$ cat config.mk
export PLATFORM = sky130hd
export DESIGN_NAME = io_port_bank
export DESIGN_NICKNAME = d
export VERILOG_FILES = /design/src/rtl/io_port_bank.sv
export SDC_FILE = /design/constraint.sdc
export NUM_CORES = 1
export LEC_CHECK = 0
export BUFFER_PORTS_ARGS = -buffer_cell sky130_fd_sc_hd__buf_2
export CAP_MARGIN = 20
export CELL_PAD_IN_SITES_DETAIL_PLACEMENT = 0
export CELL_PAD_IN_SITES_GLOBAL_PLACEMENT = 1
export CORE_MARGIN = 2
export CORE_UTILIZATION = 48
export CTS_CLUSTER_DIAMETER = 40
export DETAILED_ROUTE_END_ITERATION = 8
export GPL_ROUTABILITY_DRIVEN = 0
export PLACE_DENSITY_LB_ADDON = 0.08
export SLEW_MARGIN = 20
export SYNTH_ARGS = -nofsm -noshare
export SYNTH_HDL_FRONTEND = slang
export SYNTH_SLANG_ARGS = --single-unit
$ cat constraint.sdc
create_clock -name clk -period 7.6 [get_ports clk]
set_input_delay 0.76 -clock clk [delete_from_list [all_inputs] [get_ports clk]]
set_output_delay 0.76 -clock clk [all_outputs]
set_load 0.01 [all_outputs]
$ cat src/rtl/io_port_bank.sv
// Bank of NPORTS registered output ports with load/set/clear/toggle writes, and NPORTS
// synchronised input ports with sticky change flags and a masked interrupt.
module io_port_bank #(
  parameter int unsigned WIDTH  = 8,
  parameter int unsigned NPORTS = 4,
  parameter int unsigned SEL_W  = 2
) (
  input  logic                     clk,
  input  logic                     reset,
  input  logic                     wr_en,
  input  logic [SEL_W-1:0]         wr_sel,
  input  logic [1:0]               wr_op,
  input  logic [WIDTH-1:0]         wr_data,
  input  logic [SEL_W-1:0]         rd_sel,
  input  logic                     rd_ack,
  input  logic [NPORTS-1:0]        irq_mask,
  input  logic [NPORTS*WIDTH-1:0]  in_ports,
  output logic [NPORTS*WIDTH-1:0]  out_ports,
  output logic [WIDTH-1:0]         rd_data,
  output logic [NPORTS-1:0]        out_stb,
  output logic [NPORTS-1:0]        evt,
  output logic                     irq
);

  typedef enum logic [1:0] {
    OpLoad = 2'b00,
    OpSet  = 2'b01,
    OpClr  = 2'b10,
    OpTgl  = 2'b11
  } op_e;

  // Packed so that element p lands on bits [p*WIDTH +: WIDTH] of the flat buses.
  logic [NPORTS-1:0][WIDTH-1:0] out_q, out_d;
  logic [NPORTS-1:0][WIDTH-1:0] in_vec;
  logic [NPORTS-1:0][WIDTH-1:0] s1_q, s2_q, s3_q;
  logic [NPORTS-1:0]            stb_q, stb_d;
  logic [NPORTS-1:0]            evt_q, evt_d;
  logic [NPORTS-1:0]            evt_set;

  assign in_vec = in_ports;

  // Output port write path.
  always_comb begin
    out_d = out_q;
    stb_d = '0;
    if (wr_en) begin
      stb_d[wr_sel] = 1'b1;
      unique case (op_e'(wr_op))
        OpLoad: out_d[wr_sel] = wr_data;
        OpSet:  out_d[wr_sel] = out_q[wr_sel] | wr_data;
        OpClr:  out_d[wr_sel] = out_q[wr_sel] & ~wr_data;
        OpTgl:  out_d[wr_sel] = out_q[wr_sel] ^ wr_data;
        default: out_d[wr_sel] = out_q[wr_sel];
      endcase
    end
  end

  always_ff @(posedge clk or posedge reset) begin
    if (reset) begin
      out_q <= '0;
      stb_q <= '0;
    end else begin
      out_q <= out_d;
      stb_q <= stb_d;
    end
  end

  // Input synchroniser plus history stage used for change detection.
  always_ff @(posedge clk or posedge reset) begin
    if (reset) begin
      s1_q <= '0;
      s2_q <= '0;
      s3_q <= '0;
    end else begin
      s1_q <= in_vec;
      s2_q <= s1_q;
      s3_q <= s2_q;
    end
  end

  always_comb begin
    evt_set = '0;
    for (int unsigned p = 0; p < NPORTS; p++) begin
      evt_set[p] = (s2_q[p] != s3_q[p]);
    end
  end

  // Set is OR-ed in after the acknowledge so a coinciding change keeps the flag.
  always_comb begin
    evt_d = evt_q;
    if (rd_ack) begin
      evt_d[rd_sel] = 1'b0;
    end
    evt_d = evt_d | evt_set;
  end

  always_ff @(posedge clk or posedge reset) begin
    if (reset) begin
      evt_q <= '0;
    end else begin
      evt_q <= evt_d;
    end
  end

  assign out_ports = out_q;
  assign out_stb   = stb_q;
  assign evt       = evt_q;
  assign rd_data   = s2_q[rd_sel];
  assign irq       = |(evt_q & irq_mask);

endmodule
After elaboration in Yosys (flattened, before gate mapping). Cells that the tools add are included.

Register bits: 136. Bits of input ports: 54. Word-level logic and storage cells: 58.

$lt $le $gt $ge: 4. Eq/ne operators: 7. Multiplexer cells: 17. Bitwise logic cells: 8. Reduce and logical (&&, ||, !) cells: 4.

Operators by type and width (number): 32-bit bitwise mux (4); 32-bit case mux with 4 select lines (1); 8-bit binary-select mux with 2-bit select (2); 8-bit inequality test (4); 8-bit two-way mux (3); 8-bit demux with 2-bit select (1); 4-bit bitwise AND (2); 8-bit bitwise AND (1); 4-bit two-way mux (2); 8-bit NOT (1); 8-bit OR (1); 8-bit XOR (1); 2-bit by 3-bit < comparator with 1-bit output, second input constant (2); 1-bit demux with 2-bit select (2); 2-bit equality test, second input constant (2); 2-bit by 1-bit greater-or-equal comparator with 1-bit output, second input constant (2); 4-bit NOT (1); 4-bit OR (1); 4-bit OR reduction (1); 2-bit by 1-bit equality test with 1-bit output, second input constant (1); 1-bit logical AND (2); 2-bit logical NOT (1); 1-bit two-way mux (2).

Logic depth before layout (Yosys ltp). Gate-level depths: netlist (run 1).

Depth after elaboration: 8. Depth in mapped cells: 9. Mapped depth without buffers: 7.

Least setup slack after synthesis (run 1). No wires, ideal clock.

Kind: input to register. Start point: input port wr_sel[0]. End point: register with a tool-made name. Library setup time: 0.134 ns. Arrival: 2.310 ns. Required time: 7.466 ns. Slack: 5.156 ns. Stages on the path: 8. Cell sequence: buf_6 > buf_12 > mux4_2 > inv_2 > ha_1 > mux2_2 > a21oi_1 > o21ai_0.

RTL lines: from (decl) (line 11) `input logic [SEL_W-1:0] wr_sel,`.

Worst setup path in the final report (run 1).
Start point: input port rd_sel[0]. End point: output port rd_data[7].

Longest elaborated chain between the ends: 2.

Ends and longest elaborated chain: from (decl) (line 14) `input logic [SEL_W-1:0] rd_sel,`; 8-bit binary-select mux with 2-bit select (line 108) `assign rd_data = s2_q[rd_sel];`; 8-bit two-way mux (not written as such) (line 108); to (decl) (line 19) `output logic [WIDTH-1:0] rd_data,`.

No other way between the ends. The select of a mux whose other input is x is not followed.

==> flow_metrics.tcl, run 1 <==
set metrics [dict create \
    status "complete, no violations" \
    synth_warnings 0 \
    vdd_drop_max_mv 0.2185 \
    clockBufferDepth 2 \
    synth-seq-cells 136 \
    power_density_nw_per_um2 289.1 \
    rsz0062_at_grt "false" \
    setup_viol 0 \
    synth_cells 373 \
    min_period_over_period_pct 34.68 \
    die_h_um 109.7 \
    grt_pass1_wl_um 17660 \
    drive_gt1_share_pct 33.67 \
    postSynth.asyncResetShare_pct 100.0 \
    netlist_area_um2 5358 \
    finalWirelength_um 11050 \
    clock-sinks 136 \
    htreeDepth 4 \
    synthFlopType "dfrtp_1" \
    hold_path_class "input port to flip-flop" \
    synth_common_cells "dfrtp_1, o21ai_0, a22oi_1" \
    fin_skew_ns 0.005890 \
    grt.total_usage_pct 20.54 \
    synth_top_area_share_pct 63.52 \
    worstMarginPinSlew_ns 0.8615 \
    syn_to_final_growth_pct 20.78 \
    ant_nets 0 \
    viasPerCell 5.322 \
    end_kind "output pin" \
    synth_nets 443 \
    dpl.hpwl_um 7456 \
    dr_total_vias 3353 \
    final_hold_viol_count 0 \
    clkTransAtPathRegs_ns 0.06 \
    yosysTopAreaCell "dfrtp_1" \
    rows 38 \
    seq_area_frac_synth_pct 63.52 \
    finalMaxSlewViolations 0 \
    ctsResizeCount 0 \
    first_iter_violations 143 \
    cts_setup_buffers 0 \
    synth.avg_cell_area_um2 14.36 \
    start_kind "input port" \
    slew_headroom_pct 42.57 \
    firstDrtPassIters 4 \
    core-area_um2 10890 \
    tritoncts "built" \
    worstPathRequired_ns 6.84 \
    io_pins 103 \
    max_cap_viol_count 0 \
    die_area_um2 12020 \
    worstPathArrival_ns 1.88 \
    synth_cell_type_count 39 \
    holdWs_ns 0.3450 \
    first_global_vias 3359 \
    die_w_um 109.7 \
    cp_max_fo 12 \
    yosys.cell_count.top_type "dfrtp_1" \
    p_leak_nw 3.053 \
    drc 0 \
    holdBufCountCts 0 \
    grt_overflow 0 \
    synth_edf_count 0 \
    clkLatencyLatePin_ns 0.52 \
    insertedDiodeCount 0 \
    fin_tns_setup_ns 0 \
    grt_max_degree 73 \
    cts_root_buf "clkbuf_8" \
    port-buffer-count 102 \
    wl_per_cell_um 17.54 \
    min_period_ns 2.636 \
    numCtsBuffers 17 \
    nNetsFinal 547 \
    synth_area_leaders "dfrtp_1, mux4_2, ha_1" \
    antenna_found_initial 0 \
    crit_type "input port to output pin" \
    fmax_mhz 379.4 \
    start_util_pct 49.21 \
]
[stage by stage]
step                      total power, mW  instance area, µm²  std cells  setup slack, ns  util, %
after floorplan                     1.010                5358        373            3.201        -
after global placement              1.102                5907        598            4.777    54.25
after detailed placement            1.111                5907        598            4.688    54.25
after CTS                           1.891                6471        630            4.944    59.43
after global routing                1.967                6471        630            4.916    59.43
final                               1.871                6471        630            4.964    59.43
[routing by layer]
layer / global-route usage (%) / share of wire (%) / wire, µm / vias to the layer above
li1: - / - / - / 1527
met1: 24.62 / 40 / 4450 / 1695
met2: 34.13 / 51 / 5648 / 110
met3: 6.580 / 6.2 / 680 / 21
met4: 8.951 / 2.4 / 268 / 0
met5: 0 / 0 / 0 / -
[critical path, cell delays in order]
cell,delay (ns)
buf_2,0.32
mux4_1,0.62
buf_2,0.17
[cell families (layout without fill, tap and decap cells)]
kind of cell | count (synthesis) | after routing | synth area share (%)
AOI/OAI and AO/OA | 79 | 79 | 9.341
muxes | 24 | 24 | 9.038
xor gates and xnor gates | 32 | 32 | 5.231
DFF | 136 | 136 | 63.52
buffers and inverters | 39 | 156 | 4.204
adders and majority gates | 16 | 16 | 3.737
and+or+nand+nor | 47 | 47 | 4.927
[final timing paths]
kind                               from    endpoint  depth (start not counted)  slack, ns
max in group asynchronous         reset     s1_q[9]                          3       5.84
min                        in_ports[27]    s1_q[27]                          1       0.35
max reg2reg                   flip-flop   flip-flop                          6       5.53
min reg2reg                     s1_q[2]     s2_q[2]                          0       0.35
max                           rd_sel[0]  rd_data[7]                          3       4.96
min in group asynchronous         reset    s2_q[11]                          2       0.43
[final cells by class]
class / count / area [µm²]
fillers: 885 / 4417
flip-flops and latches: 136 / 3403
multi-input cells: 198 / 1729
repair buffers: 103 / 518.0
clock buffers: 18 / 417.9
well taps: 140 / 175.2
clock inverters: 14 / 146.4
inverters: 21 / 81.33
[where the power goes]
group	switching, mW	total [mW]	internal [mW]	leakage (nW)
clock	0.305	0.774	0.469	0.278
sequential	0.0505	0.841	0.791	1.61
combinational	0.133	0.256	0.123	1.16
total	0.489	1.87	1.38	3.05
[placed cells by master (no fill, tap or decap), types with 2 or more instances in the layout]
cell type,netlist,routed
inv_1,17,16
nor2_4,2,2
a22oi_1,26,26
mux4_1,6,6
a21oi_2,2,2
a31oi_1,2,2
nand2_1,9,9
o21ai_0,34,34
ha_1,16,16
mux2_2,5,5
a2111oi_2,2,2
nor4_1,4,4
nand4_1,2,2
a21oi_1,8,8
xor2_1,20,20
clkinv_2,0,5
inv_6,0,4
bufinv_16,0,2
dfrtp_1,136,136
clkinvlp_4,0,2
nand3_1,6,6
mux2_4,3,3
mux4_2,10,10
nand2b_1,2,2
xnor2_1,12,12
buf_2,6,102
a211oi_1,2,2
clkbuf_16,0,16
nor2_1,11,11
inv_2,4,4
o31ai_1,2,2
and3_1,2,2
nor2b_1,2,2
nand3b_1,2,2
No activity file was read; power rests on OpenSTA's default activity.
==> inputs of run 2 (changes only) <==
CORE_UTILIZATION = 45   (was 48)
clock period = 2.55 ns   (was 7.6 ns; I/O delays follow)
==> run 2 against run 1 <==
Largest power group unchanged. Clock skew about the same. Clock power rose to 3.2 times the previous value. The flow now finishes with violations (design-rule violations). Sequential share of layout area down 3.4 points. First-iteration DRC count rose by 26%. Via count rose by 3.3%. Register-to-register slack got worse by 5.1 ns. Global-route usage is 0.057 points lower. Highest routed layer unchanged. Routed wire length up 9.0%. Critical path depth grew 3. Design area grew 6.9%.
==> flow_metrics.tcl, run 2 (synthesis results as in run 1) <==
set metrics [dict create \
    fin_tns_setup_ns 0 \
    worst-r2r-setup-slack_ns 0.48 \
    min_period_over_period_pct 81.19 \
    holdPathStages 3 \
    antenna_found_initial 0 \
    cts_setup_buffers 0 \
    tritoncts "built" \
    wl_per_cell_um 17.90 \
    grt_max_degree 54 \
    status "finished with violations" \
    hold_path_class "input port to flip-flop" \
    worstPathRequired_ns 2.83 \
    grt.total_usage_pct 20.49 \
    most-common-layout-cells "dfrtp_1, buf_2, o21ai_0" \
    insertedDiodeCount 0 \
    fill_cells 939 \
    end_kind "flip-flop" \
    post-place-cells 608 \
    drive_gt1_share_pct 32.64 \
    slew_headroom_pct 46.62 \
    numCtsBuffers 17 \
    seq_area_um2 3403 \
    clkLatencyLatePin_ns 0.41 \
    cts_root_buf "clkbuf_16" \
    fin_skew_ns 0.006387 \
    power_mw 5.779 \
    final_hold_viol_count 0 \
    nNetsFinal 587 \
    fin_cells 673 \
    pre_cts_ws_ns 0.3106 \
    io_pins 103 \
    hold_start "wr_data[3]" \
    holdBufCountCts 33 \
    vdd_drop_max_mv 0.4130 \
    die_area_um2 12800 \
    grt_overflow 0 \
    setup_viol 0 \
    htreeDepth 4 \
    dpl.hpwl_um 7995 \
    crit_type "flip-flop to flip-flop" \
    port-buffer-count 102 \
    clkTransAtPathRegs_ns 0.06 \
    drc 6 \
    reg2reg_depth 6 \
    worstPathArrival_ns 2.35 \
    ctsResizeCount 0 \
    worstMarginPinSlew_ns 0.7990 \
    clockBufferDepth 2 \
    syn_to_final_growth_pct 29.15 \
    finalWirelength_um 12050 \
    firstDrtPassIters 6 \
    start_util_pct 46.52 \
    core-area_um2 11520 \
    fmax_mhz 483.0 \
    start_kind "flip-flop" \
    first_iter_violations 180 \
    grt_pass1_wl_um 19330 \
    die_w_um 113.1 \
    layout_setup_ws_ns 0.4797 \
    min_period_ns 2.070 \
    power_density_nw_per_um2 835.2 \
    cp_max_fo 4 \
    first_global_vias 3577 \
    ant_nets 0 \
    viasPerCell 5.144 \
    violations "design-rule violations" \
    rows 39 \
    dr_total_vias 3462 \
    clock-sinks 136 \
    final_common_cell "dfrtp_1" \
    max_cap_viol_count 0 \
    multi_input_area_um2 1729 \
    rsz0062_at_grt "false" \
    finalMaxSlewViolations 0 \
    die_h_um 113.1 \
    p_leak_nw 3.237 \
]
-- run 2: cell count changes in the layout (fill, tap and decap cells not counted) --
| cell | delta |
|---|---|
| clkbuf_1 | -1 |
| clkbuf_16 | +1 |
| clkinv_2 | -4 |
| dlygate4sd3_1 | +33 |
| clkinvlp_4 | +2 |
| inv_6 | +1 |
| buf_4 | +5 |
| buf_12 | +2 |
| clkinv_4 | +2 |
| inv_4 | -1 |
-- run 2: worst max-delay path: stages (launching register included) --
cell,delay [ns]
dfrtp_1,0.43
mux4_1,0.53
inv_1,0.08
ha_1,0.22
mux2_2,0.26
a21oi_1,0.26
o21ai_0,0.15
-- run 2: layout make-up --
type	count	share of cell area, %
clock buffer	18	6.347
clock inverter	14	2.315
inverter	21	1.193
multi-input combinational	198	24.99
sequential	136	49.19
tap	143	2.586
timing repair buffer	143	13.38
-- run 2: worst max path at each step --
stage                         start         to  slack [ns]  cells after the start
after floorplan               reset  async pin        0.60                      1
after global placement    wr_sel[1]  flip-flop        0.36                      8
after detailed placement  wr_sel[0]  flip-flop        0.31                      7
after CTS                 flip-flop  flip-flop        0.50                      6
after global routing      flip-flop  flip-flop        0.33                      6
final                     flip-flop  flip-flop        0.48                      6
-- run 2: stage by stage --
stage,instance area (µm²),utilization [%],hold WS (ns)
after floorplan,5361,-,0.2864
after global placement,5989,52.01,0.3330
after detailed placement,5989,52.01,0.3347
after CTS,6919,60.08,0.1099
after global routing,6919,60.08,0.1392
final,6919,60.08,0.1338
-- run 2: where the power goes --
part	leakage (nW)	total, mW	switching (mW)	internal [mW]
logic	1.34	0.819	0.410	0.409
clock network	0.286	2.45	0.966	1.49
registers	1.61	2.51	0.150	2.36
total	3.24	5.78	1.53	4.25
-- run 2: metal layers --
metal  vias to the layer above  wire (µm)  GRT usage [%]
met3                        18        716          5.463
met5                         -          0              0
met4                         0        235          9.350
met1                      1731       4937          25.31
li1                       1600          -              -
met2                       113       6156          33.93
